$ cat src/rtl/mac_seq_ctrl.sv
// mac_seq_ctrl -- sequencing controller for the 4-lane MAC tile.
//
// Accepts a dot-product job of `len` groups. Streams one group of four
// activation/weight pairs per cycle into the tile, and feeds the tile
// result back as the next partial sum. The final sum is returned on a
// valid/ready result port.
//
// Ports
//   clk, reset_n            clock, asynchronous active-low reset
//   start, len, abort       job control (start/len sampled in IDLE only)
//   busy                    high while a job is running or its result is pending
//   in_valid/in_ready       group beat handshake, lanes in_x / in_w
//   mac_x, mac_w, mac_psum  registered tile drive; mac_psum is the accumulator
//   mac_out                 tile result (combinational from the tile drive)
//   out_valid/out_ready     result handshake, out_data = accumulated sum

// Per-lane operand register. It loads on an accepted beat and otherwise
// returns to zero. A zeroed lane contributes nothing, so the tile passes
// psum through unchanged during bubbles.
module mac_seq_lane #(
   parameter int bw = 4
) (
   input  logic          clk,
   input  logic          reset_n,
   input  logic          load,
   input  logic [bw-1:0] x,
   input  logic [bw-1:0] w,
   output logic [bw-1:0] tile_x,
   output logic [bw-1:0] tile_w
);

   always_ff @(posedge clk or negedge reset_n) begin
      if (!reset_n) begin
         tile_x <= '0;
         tile_w <= '0;
      end else if (load) begin
         tile_x <= x;
         tile_w <= w;
      end else begin
         tile_x <= '0;
         tile_w <= '0;
      end
   end

endmodule

module mac_seq_ctrl #(
   parameter int bw      = 4,
   parameter int psum_bw = 16,
   parameter int len_bw  = 8
) (
   input  logic                clk,
   input  logic                reset_n,
   input  logic                start,
   input  logic [len_bw-1:0]   len,
   input  logic                abort,
   output logic                busy,
   input  logic                in_valid,
   output logic                in_ready,
   input  logic [4*bw-1:0]     in_x,
   input  logic [4*bw-1:0]     in_w,
   output logic [4*bw-1:0]     mac_x,
   output logic [4*bw-1:0]     mac_w,
   output logic [psum_bw-1:0]  mac_psum,
   input  logic [psum_bw-1:0]  mac_out,
   output logic                out_valid,
   input  logic                out_ready,
   output logic [psum_bw-1:0]  out_data
);

   localparam int LANES = 4;

   typedef enum logic [1:0] {
      IDLE = 2'd0,
      RUN  = 2'd1,
      DONE = 2'd2
   } state_t;

   state_t              state;
   logic [psum_bw-1:0]  acc;
   logic [len_bw:0]     issued;
   logic [len_bw:0]     retired;
   logic [len_bw:0]     retired_inc;
   logic [len_bw-1:0]   len_q;
   logic                tile_vld;
   logic                beat;
   logic                load;
   logic                last_retire;

   // Lane views of the flat buses; lane k sits at [k*bw +: bw].
   logic [LANES-1:0][bw-1:0] x_lanes, w_lanes, tx_lanes, tw_lanes;

   assign x_lanes = in_x;
   assign w_lanes = in_w;
   assign mac_x   = tx_lanes;
   assign mac_w   = tw_lanes;

   // in_ready is combinational, so it drops in the same cycle that the
   // last group has been issued.
   assign in_ready    = (state == RUN) && (issued < {1'b0, len_q});
   assign beat        = in_valid & in_ready;
   // abort wins over a coincident beat: the operand registers must clear.
   assign load        = beat & ~abort;
   assign retired_inc = retired + (len_bw+1)'(1);
   assign last_retire = (retired_inc == {1'b0, len_q});

   assign busy      = (state != IDLE);
   assign out_valid = (state == DONE);
   assign out_data  = (state == DONE) ? acc : '0;
   // The tile sees the accumulator directly. A beat loaded on the same edge
   // as an acc update therefore always combines with the fresh sum.
   assign mac_psum  = acc;

   for (genvar k = 0; k < LANES; k++) begin : g_lane
      mac_seq_lane #(.bw(bw)) u_lane (
         .clk    (clk),
         .reset_n(reset_n),
         .load   (load),
         .x      (x_lanes[k]),
         .w      (w_lanes[k]),
         .tile_x (tx_lanes[k]),
         .tile_w (tw_lanes[k])
      );
   end

   always_ff @(posedge clk or negedge reset_n) begin
      if (!reset_n) begin
         state    <= IDLE;
         acc      <= '0;
         issued   <= '0;
         retired  <= '0;
         len_q    <= '0;
         tile_vld <= 1'b0;
      end else if (abort) begin
         // Drop the job and any pending result.
         state    <= IDLE;
         acc      <= '0;
         issued   <= '0;
         retired  <= '0;
         len_q    <= '0;
         tile_vld <= 1'b0;
      end else begin
         case (state)
            IDLE: begin
               tile_vld <= 1'b0;
               if (start) begin
                  acc     <= '0;
                  issued  <= '0;
                  retired <= '0;
                  len_q   <= len;
                  // An empty job goes straight to the result with a zero sum.
                  state   <= (len != '0) ? RUN : DONE;
               end
            end
            RUN: begin
               tile_vld <= beat;
               if (beat)
                  issued <= issued + (len_bw+1)'(1);
               // A group sat in the tile for the past cycle: retire it.
               if (tile_vld) begin
                  acc     <= mac_out;
                  retired <= retired_inc;
                  if (last_retire)
                     state <= DONE;
               end
            end
            DONE: begin
               tile_vld <= 1'b0;
               if (out_ready)
                  state <= IDLE;
            end
            default: begin
               state    <= IDLE;
               tile_vld <= 1'b0;
            end
         endcase
      end
   end

endmodule

$ cat config.mk
export PLATFORM = sky130hd
export DESIGN_NAME = mac_seq_ctrl
export DESIGN_NICKNAME = d
export VERILOG_FILES = /design/src/rtl/mac_seq_ctrl.sv
export SDC_FILE = /design/constraint.sdc
export NUM_CORES = 1
export LEC_CHECK = 0
export BUFFER_PORTS_ARGS = -buffer_cell sky130_fd_sc_hd__buf_4
export CORE_ASPECT_RATIO = 0.6
export CORE_MARGIN = 2
export CORE_UTILIZATION = 50
export DETAILED_ROUTE_END_ITERATION = 16
export PLACE_DENSITY = 0.87
export SYNTH_ARGS = -nofsm -noshare
export SYNTH_HDL_FRONTEND = slang
export SYNTH_HIERARCHICAL = 1
export SYNTH_SLANG_ARGS = --single-unit
export TNS_END_PERCENT = 50
$ cat constraint.sdc
create_clock -name clk -period 3.4 [get_ports clk]
set_input_delay 0.17 -clock clk [delete_from_list [all_inputs] [get_ports clk]]
set_output_delay 0.17 -clock clk [all_outputs]
set_load 0.05 [all_outputs]
==> impl_metrics.env, run 1 <==
export IMPL_synth_distinct_cells=49
export IMPL_die_area_sq_um=8069
export IMPL_start_util_pct=51.17
export IMPL_drc=0
export IMPL_rows=24
export IMPL_met2_usage_pct=37.61
export IMPL_yosysMostFrequentCell="dfrtp_1"
export IMPL_preCtsSetupSlack_ns=1.058
export IMPL_gr_usage_met3_pct=10.07
export IMPL_max_clock_path_buffers=2
export IMPL_die_h_um=70.39
export IMPL_grt_max_degree=78
export IMPL_critPathCaptureType="register"
export IMPL_antenna_found_initial=0
export IMPL_worstPathMaxFanout=16
export IMPL_final_util_pct=69.87
export IMPL_start_kind="register"
export IMPL_synth_seq_cells=77
export IMPL_ys_seq_area_share_pct=52.47
export IMPL_use_met1_pct=34.02
export IMPL_clkTransAtPathRegs_ns=0.06
export IMPL_maxCapViolations=0
export IMPL_dieWidth_um=114.6
export IMPL_area_delta_synth_final_pct=36.56
export IMPL_max_freq_mhz=420.4
export IMPL_slew_headroom_pct=36.68
export IMPL_ys_flop_type="dfrtp_1"
export IMPL_finalHoldViolCount=23
export IMPL_timing_rr_start="issued[2]"
export IMPL_fin_hold_ws_ns=-0.03365
export IMPL_tightestPinTransition_ns=0.9497
export IMPL_cts_resized=0
export IMPL_maxSlewViolCount=0
export IMPL_root_buffer="clkbuf_16"
export IMPL_netlist_instances=381
export IMPL_drtAntennaViolNets=0
export IMPL_ir_drop_uv=407.6
export IMPL_post_cts_buffers=0
export IMPL_final_setup_skew_ns=0.007304
export IMPL_grt_pass1_wl_um=15610
export IMPL_syn_num_nets=452
export IMPL_wire_per_inst_um=15.87
export IMPL_vias_per_cell=5.428
export IMPL_netlist_top_cells_area="dfrtp_1, and2_1, nand2_1"
export IMPL_worstSkewPairLatency_ns=0.33
export IMPL_cts_tree="yes"
export IMPL_cts_sinks=77
export IMPL_numCtsBuffers=9
export IMPL_outcome="complete, but fails checks"
export IMPL_fin_nets=578
export IMPL_crit_arrival_ns=2.65
export IMPL_coreArea_sq_um=7177
export IMPL_grt_busiest_layer="met2"
export IMPL_first_global_vias=3241
export IMPL_netlist_top_cells_count="dfrtp_1, nand2_1, and2_1"
export IMPL_yosys_area_top_type="dfrtp_1"
export IMPL_rrSetupSlack_ns=1.02
export IMPL_vias=3273
export IMPL_crit_type="register to register"
export IMPL_total_leakage_power_nw=2.570
export IMPL_syn_area_sq_um=3672
export IMPL_tns_ns=0
export IMPL_cts_hold_buf=0
export IMPL_period_share_pct=69.95
export IMPL_dp_final_hpwl_um=7038
export IMPL_drtIter0Drc=247
export IMPL_antennaDiodeCount=0
export IMPL_yosys_warnings=6
export IMPL_yosysTopAreaCellShare_pct=52.47
export IMPL_final_min_clock_period_ns=2.378
export IMPL_num_io_pins=129
export IMPL_regToRegEndpoint="issued[5]"
export IMPL_setup_viol=0
export IMPL_h_tree_depth=3
export IMPL_placedCellCount=587
export IMPL_rr_worst_depth=6
export IMPL_syn_area_per_cell_sq_um=9.639
export IMPL_dr_pass1_iters=4
export IMPL_synthArstFlopShare_pct=100.0
export IMPL_drive_gt1_share_pct=30.66
export IMPL_violations="hold timing"
export IMPL_routabilityCongestion=0.8754
export IMPL_overflow=0
export IMPL_synth_edff_count=0
export IMPL_critPathRequiredTime_ns=3.67
export IMPL_hold_path_class="primary input to async pin"
export IMPL_rsz0062_at_grt="false"
export IMPL_stdcell_count=603
export IMPL_power_density_nw_per_um2=510.2
export IMPL_io_buffers=128
export IMPL_fin_ws_ns=1.022
export IMPL_wl_um=9571
export IMPL_track_usage_pct=25.39
[per-stage QoR]
step / area, sq um / hold WS, ns / power (W)
detailed placement: 4707 / 0.3739 / 0.001610
CTS: 5015 / 0.01400 / 0.002583
global route: 5015 / 0.03480 / 0.002679
global placement: 4707 / 0.3764 / 0.001590
finish: 5015 / -0.03365 / 0.002558
floorplan: 3672 / -0.1256 / 0.001394
[cells by family (layout without fill, tap and decap cells)]
group / Yosys count / after routing / synth area share (%)
flip-flops: 77 / 77 / 52.47
multiplexers: 1 / 1 / 0.2726
adder cells (fa/ha/maj): 9 / 9 / 3.066
buffers and inverters: 27 / 158 / 3.066
AND/OR/NAND/NOR: 202 / 202 / 29.17
AO/OA/AOI/OAI: 56 / 56 / 9.812
XOR/XNOR: 9 / 9 / 2.147
[layout make-up]
| cell class | instances | area [sq um] |
|---|---|---|
| timing repair buffer | 131 | 983.4 |
| multi-input combinational | 277 | 1642 |
| clock inverter | 6 | 68.82 |
| sequential | 77 | 1927 |
| clock buffer | 10 | 239.0 |
| inverter | 11 | 41.29 |
| tap | 91 | 113.9 |
| fill | 534 | 2162 |
[power breakdown]
group / internal, W / switching, W
Clock: 0.000593 / 0.000370
Sequential: 0.000972 / 0.0000533
Combinational: 0.000196 / 0.000375
Total: 0.00176 / 0.000798
[flip-flops by register name, indices dropped and copies added, names as in the netlist]
name / flops
g_lane.u_lane/tile_x: 16
state: 2
issued: 9
tile_vld: 1
len_q: 8
mac_psum: 16
g_lane.u_lane/tile_w: 16
retired: 9
[worst max-delay path, stage by stage, from the launching register on]
cell	delay, ns
dfrtp_1	0.46
ha_1	0.35
a21o_1	0.18
a31oi_1	0.31
o211ai_2	0.36
or4_1	0.57
nand3_1	0.09
[placed cells by master, fill, tap and decap left out, drive strengths merged, types with 2 or more instances in the layout]
cell type	netlist	layout
a31oi	4	4
o21ba	2	2
o21ai	17	17
ha	9	9
nand3	38	38
nor3	4	4
and3	5	5
nand4	3	3
o211ai	5	5
or3	4	4
xor2	3	3
a21oi	15	15
o31ai	2	2
nand2	68	68
and2	50	50
or4	6	6
xnor2	6	6
nor2	9	9
o211a	2	2
nand2b	5	5
dfrtp	77	77
nand4b	2	2
a21o	4	4
nor4b	2	2
clkbuf	11	10
clkinv	0	2
inv	11	13
buf	5	131
[routing by layer]
layer / up-vias / part of all wire, %
met1: 1586 / 43
met5: - / 0
met2: 122 / 46
met4: 0 / 1.7
met3: 18 / 8.6
li1: 1547 / -
[how the worst max path moves through the flow]
| stage | startpoint | end |
|---|---|---|
| after global placement | issued[2] | issued[7] |
| after global routing | state[1] | out_data[8] |
| final | issued[2] | issued[5] |
| after detailed placement | issued[2] | issued[4] |
| after CTS | state[1] | out_data[8] |
| after floorplan | issued[2] | g_lane[0].u_lane/tile_w[0] |
Power figures use the tool's default switching activity.
==> inputs of run 2 (changes only) <==
--- a/config.mk
+++ b/config.mk
@@ -5,6 +5,7 @@
 export SDC_FILE = /design/constraint.sdc
 export NUM_CORES = 1
 export LEC_CHECK = 0
+export ABC_AREA = 1
 export BUFFER_PORTS_ARGS = -buffer_cell sky130_fd_sc_hd__buf_4
 export CORE_ASPECT_RATIO = 0.6
 export CORE_MARGIN = 2
==> constraint.sdc (replaced) <==
create_clock -name clk -period 2.2 [get_ports clk]
set_input_delay 0.11 -clock clk [delete_from_list [all_inputs] [get_ports clk]]
set_output_delay 0.11 -clock clk [all_outputs]
set_load 0.05 [all_outputs]
==> run 2 against run 1 <==
The run now ends clean; fmax rose by 18%; first-iteration DRC count increased by 29%; area after synthesis up 3.1%; hold slack improved by 0.047 ns; non-clock buffer count rose by 34; via count rose by 9.7%; register-to-register slack got worse by 0.84 ns; sequential share of layout area fell by 3.3 points; critical path type unchanged.
==> impl_metrics.env, run 2 <==
export IMPL_syn_num_nets=525
export IMPL_numCtsBuffers=9
export IMPL_crit_type="register to register"
export IMPL_mostFrequentLayoutCell="buf_4"
export IMPL_synth_compound_area_share_pct=9.154
export IMPL_timing_rr_start="issued[4]"
export IMPL_synthArstFlopShare_pct=100.0
export IMPL_yosysTopAreaCellShare_pct=50.89
export IMPL_yosys_warnings=6
export IMPL_drtAntennaViolNets=0
export IMPL_synth_edff_count=0
export IMPL_synthAdderAreaFrac_pct=2.974
export IMPL_overflow=0
export IMPL_routabilityCongestion=0.9148
export IMPL_preCtsSetupSlack_ns=0.2590
export IMPL_worstSkewPairLatency_ns=0.34
export IMPL_power_density_nw_per_um2=1023
export IMPL_ys_seq_area_share_pct=50.89
export IMPL_synth_distinct_cells=34
export IMPL_coreArea_sq_um=7297
export IMPL_cts_tree="yes"
export IMPL_setup_viol=0
export IMPL_dr_pass1_iters=5
export IMPL_synthMuxAreaShare_pct=0
export IMPL_antenna_found_initial=0
export IMPL_finalHoldViolCount=0
export IMPL_final_setup_skew_ns=0.006839
export IMPL_synthSimpleGateAreaFrac_pct=24.49
export IMPL_yosysMostFrequentCell="nand2_1"
export IMPL_tns_ns=0
export IMPL_vias=3589
export IMPL_dp_final_hpwl_um=7262
export IMPL_rows=24
export IMPL_outcome="complete, no violations"
export IMPL_start_kind="register"
export IMPL_root_buffer="clkbuf_16"
export IMPL_drive_gt1_share_pct=29.58
export IMPL_slew_headroom_pct=56.14
export IMPL_drtIter0Drc=319
export IMPL_wire_per_inst_um=15.36
export IMPL_period_share_pct=91.79
export IMPL_netlist_instances=454
export IMPL_critPathRequiredTime_ns=2.42
export IMPL_maxCapViolations=0
export IMPL_critPathCaptureType="register"
export IMPL_synth_seq_cells=77
export IMPL_area_delta_synth_final_pct=44.75
export IMPL_final_min_clock_period_ns=2.019
export IMPL_h_tree_depth=3
export IMPL_num_io_pins=129
export IMPL_antennaDiodeCount=0
export IMPL_ir_drop_uv=636.8
export IMPL_netlist_top_cells_area="dfrtp_1, nand2_1, inv_1"
export IMPL_max_freq_mhz=495.2
export IMPL_vias_per_cell=4.944
export IMPL_rsz0062_at_grt="false"
export IMPL_syn_area_per_cell_sq_um=8.339
export IMPL_fin_nets=688
export IMPL_yosys_area_share_xor_xnor_pct=1.157
export IMPL_grt_pass1_wl_um=17640
export IMPL_worstPathMaxFanout=17
export IMPL_netlist_top_cells_count="nand2_1, inv_1, dfrtp_1"
export IMPL_postPlaceCellArea_sq_um=4837
export IMPL_fin_ws_ns=0.1805
export IMPL_synth_top_family_by_area="simple AND/OR/NAND/NOR gates"
export IMPL_total_leakage_power_nw=2.957
export IMPL_dieWidth_um=116.3
export IMPL_first_global_vias=3676
export IMPL_track_usage_pct=27.97
export IMPL_min_delay_start="mac_out[9]"
export IMPL_tightestPinTransition_ns=0.6580
export IMPL_drc=0
export IMPL_die_area_sq_um=8307
export IMPL_fin_area_sq_um=5480
export IMPL_critPathLaunch="issued[4]"
export IMPL_start_util_pct=51.89
export IMPL_most_common_layout_cells="buf_4, nand2_1, inv_1"
export IMPL_max_clock_path_buffers=2
export IMPL_wl_um=11150
export IMPL_crit_arrival_ns=2.23
export IMPL_io_buffers=128
export IMPL_die_h_um=71.41
export IMPL_ys_flop_type="dfrtp_1"
export IMPL_syn_area_sq_um=3786
export IMPL_clkTransAtPathRegs_ns=0.06
export IMPL_fin_hold_ws_ns=0.01335
export IMPL_grt_max_degree=52
export IMPL_maxSlewViolCount=0
export IMPL_cts_sinks=77
export IMPL_yosys_area_top_type="dfrtp_1"
export IMPL_hold_path_class="primary input to register"
export IMPL_post_cts_buffers=0
==> run 2: changes by cell type after synthesis, sizes merged, moves of 6 or more <==
cell,previous run,this run
o22ai,0,6
buf,5,11
inv,11,89
a21oi,15,4
or4,6,0
nand2,68,108
nor2,9,48
o21ai,17,38
and2,50,0
clkbuf,11,2
==> run 2: final cells by class <==
type | instances | area, sq um
Sequential cell | 77 | 1927
Fill cell | 518 | 1817
Multi-Input combinational cell | 275 | 1435
Timing Repair Buffer | 165 | 1349
Inverter | 89 | 336.6
Clock buffer | 11 | 242.7
Tap cell | 104 | 130.1
Clock inverter | 5 | 60.06
==> run 2: worst max-delay path, cell delays in order (launching register included) <==
cell	delay (ns)
dfrtp_1	0.45
ha_1	0.34
a21oi_1	0.15
o21ai_0	0.11
nand2_1	0.08
nand3_2	0.08
nor2_4	0.10
nand2_2	0.08
nand2_2	0.09
nand2_4	0.16
nand2_1	0.17
o21ai_2	0.08
==> run 2: logic make-up (layout without fill, tap and decap cells) <==
family                     Yosys count  count (layout)
DFF                                 77              77
AOI/OAI and AO/OA                   51              51
and+or+nand+nor                    210             210
buffers and inverters              102             270
adders and majority gates            9               9
xor gates and xnor gates             5               5
==> run 2: per-layer routing <==
layer,GRT usage (%),up-vias,share of wire (%)
li1,-,1732,-
met1,33.50,1697,41
met2,47.80,135,49
met3,9.645,25,7.8
met4,8.995,0,1.8
met5,0,-,0
==> run 2: repair_timing <==
action / CTS / global route
hold buffers: 33 / 1
endpoints found under the hold margin: 82 / 1
gates resized for setup: 0 / 0
==> run 2: report_power, final <==
group          internal [W]  switching, W
Sequential          0.00163      0.000166
Clock              0.000911      0.000579
Combinational      0.000665       0.00165
==> run 2: final timing paths <==
kind | to | slack, ns | cells past startpoint
max | issued[0] | 0.18 | 11
min reg2reg | issued[6] | 0.55 | 2
max in group asynchronous | len_q[0] | 1.29 | 3
min | mac_psum[9] | 0.01 | 3
min in group asynchronous | len_q[5] | 0.33 | 2
max reg2reg | issued[0] | 0.18 | 11
==> run 2: through the flow <==
| step | cells | power [W] | utilization [%] |
|---|---|---|---|
| after floorplan | 454 | 0.003438 | - |
| after global placement | 676 | 0.003957 | 66.29 |
| after detailed placement | 676 | 0.004031 | 66.29 |
| after CTS | 725 | 0.005594 | 74.97 |
| after global routing | 726 | 0.005883 | 75.10 |
| final | 726 | 0.005604 | 75.10 |
==> inputs of run 3 (changes only) <==
--- a/config.mk
+++ b/config.mk
@@ -9,9 +9,9 @@
 export BUFFER_PORTS_ARGS = -buffer_cell sky130_fd_sc_hd__buf_4
 export CORE_ASPECT_RATIO = 0.6
 export CORE_MARGIN = 2
-export CORE_UTILIZATION = 50
+export CORE_UTILIZATION = 24
 export DETAILED_ROUTE_END_ITERATION = 16
-export PLACE_DENSITY = 0.87
+export PLACE_DENSITY = 0.51
 export SYNTH_ARGS = -nofsm -noshare
 export SYNTH_HDL_FRONTEND = slang
 export SYNTH_HIERARCHICAL = 1
==> run 3 against run 2 <==
Design area up 2.3%; routed wire length down 7.2%; critical path depth down 4; sequential power about the same; largest power group unchanged; sequential share of layout area down 0.78 points; register-to-register slack better by 0.08 ns; power down 2.1%; critical endpoint is now in_ready.
==> impl_metrics.env, run 3 (synthesis results as in run 2) <==
export IMPL_critPathLaunch="issued[4]"
export IMPL_overflow=0
export IMPL_tightestPinTransition_ns=0.6960
export IMPL_cts_tree="yes"
export IMPL_final_min_clock_period_ns=1.974
export IMPL_critPathCaptureType="primary output"
export IMPL_start_util_pct=24.63
export IMPL_clockPowerShare_pct=25.7
export IMPL_vias_per_cell=4.097
export IMPL_cts_resized=0
export IMPL_critPathRequiredTime_ns=2.09
export IMPL_coreArea_sq_um=15370
export IMPL_p_int_w=0.003139
export IMPL_finalHoldViolCount=0
export IMPL_fin_nets=692
export IMPL_maxSlewViolCount=0
export IMPL_rsz0062_at_grt="false"
export IMPL_setup_viol=0
export IMPL_crit_arrival_ns=1.86
export IMPL_area_delta_synth_final_pct=48.02
export IMPL_mostFrequentLayoutCell="buf_4"
export IMPL_die_area_sq_um=16830
export IMPL_final_util_pct=36.46
export IMPL_pwr_share_seq_pct=32.4
export IMPL_die_h_um=101.3
export IMPL_preCtsSetupSlack_ns=0.2691
export IMPL_dp_final_hpwl_um=7780
export IMPL_first_global_vias=3466
export IMPL_max_clock_path_buffers=2
export IMPL_timing_rr_start="issued[4]"
export IMPL_routabilityCongestion=0.8202
export IMPL_fin_area_sq_um=5604
export IMPL_period_share_pct=89.75
export IMPL_stdcell_count=828
export IMPL_p_comb_share_pct=42.0
export IMPL_rows=35
export IMPL_worstPathMaxFanout=6
export IMPL_p_sw_share_pct=42.81
export IMPL_io_buffers=128
export IMPL_antennaDiodeCount=0
export IMPL_wire_per_inst_um=12.49
export IMPL_total_leakage_power_nw=2.960
export IMPL_worstSkewPairLatency_ns=0.33
export IMPL_drive_gt1_share_pct=30.08
export IMPL_start_kind="register"
export IMPL_worstHoldEndpoint="mac_psum[1]"
export IMPL_final_setup_skew_ns=0.008414
export IMPL_hold_path_class="primary input to register"
export IMPL_hold_path_cell_count=3
export IMPL_outcome="complete, no violations"
export IMPL_crit_type="register to primary output"
export IMPL_drc=0
export IMPL_post_cts_buffers=0
export IMPL_regToRegEndpoint="issued[7]"
export IMPL_fin_ws_ns=0.2255
export IMPL_rrSetupSlack_ns=0.26
export IMPL_dr_pass1_iters=4
export IMPL_maxCapViolations=0
export IMPL_cts_sinks=77
export IMPL_grt_pass1_wl_um=17320
export IMPL_root_buffer="clkbuf_16"
export IMPL_vias=3392
export IMPL_ir_drop_uv=477.8
export IMPL_rr_worst_depth=11
export IMPL_antenna_found_initial=0
export IMPL_h_tree_depth=3
export IMPL_track_usage_pct=13.08
export IMPL_slew_headroom_pct=53.60
export IMPL_most_common_layout_cells="buf_4, nand2_1, inv_1"
export IMPL_drtAntennaViolNets=0
export IMPL_min_delay_start="mac_out[1]"
export IMPL_num_io_pins=129
export IMPL_numCtsBuffers=9
export IMPL_placedCellCount=779
export IMPL_wl_um=10340
export IMPL_dieWidth_um=166.2
export IMPL_max_freq_mhz=506.5
export IMPL_postPlaceCellArea_sq_um=4979
export IMPL_drtIter0Drc=136
export IMPL_power_density_nw_per_um2=979.4
export IMPL_tns_ns=0
export IMPL_power_net_switching_w=0.002350
export IMPL_clkTransAtPathRegs_ns=0.06
export IMPL_grt_max_degree=55
run 3: how the worst max path moves through the flow:
stage                            endpoint  slack (ns)
6_report                         in_ready        0.23
5_1_grt        g_lane[1].u_lane/tile_w[2]        0.12
4_1_cts                          in_ready        0.20
3_5_place_dp                    issued[4]        0.27
3_3_place_gp   g_lane[3].u_lane/tile_w[0]        0.31
2_1_floorplan                out_data[10]        0.05
run 3: stage by stage:
step,total power (W),hold slack (ns)
6_report,0.005489,0.02292
5_1_grt,0.005863,0.02582
4_1_cts,0.005570,0.005860
3_5_place_dp,0.004078,0.2156
3_3_place_gp,0.004064,0.2137
2_1_floorplan,0.003438,-0.1856
run 3: layout make-up:
cell class,instances,area (sq um)
flip-flops and latches,77,1927
clock buffers,11,252.7
clock inverters,4,32.53
inverters,89,336.6
well taps,203,254.0
fillers,1556,9767
multi-input cells,275,1435
repair buffers,169,1366
run 3: what timing repair did:
| item | CTS | global route |
|---|---|---|
| setup endpoints to repair | 0 | 0 |
| hold buffers | 34 | 0 |
| hold endpoints to repair | 85 | 0 |
run 3: critical path: stages, from the launching register on:
cell     delay (ns)
dfrtp_1        0.48
ha_1           0.35
a21oi_1        0.13
o21ai_0        0.09
nand2_1        0.08
nand3_2        0.09
nor2_4         0.11
buf_4          0.21
run 3: power groups by stage:
stage,combinational (W),sequential [W],clock (W)
floorplan,0.00116,0.00228,0
global placement,0.00227,0.00179,0
detailed placement,0.00228,0.00180,0
CTS,0.00233,0.00178,0.00146
global route,0.00252,0.00181,0.00153
finish,0.00230,0.00178,0.00141
run 3: routing by layer:
metal / global-route usage (%) / share of wire (%) / up-vias
met5: 0 / 0 / -
met4: 3.946 / 1.1 / 0
met3: 5.862 / 9.2 / 7
met2: 19.25 / 41 / 96
met1: 17.36 / 48 / 1549
li1: - / - / 1740
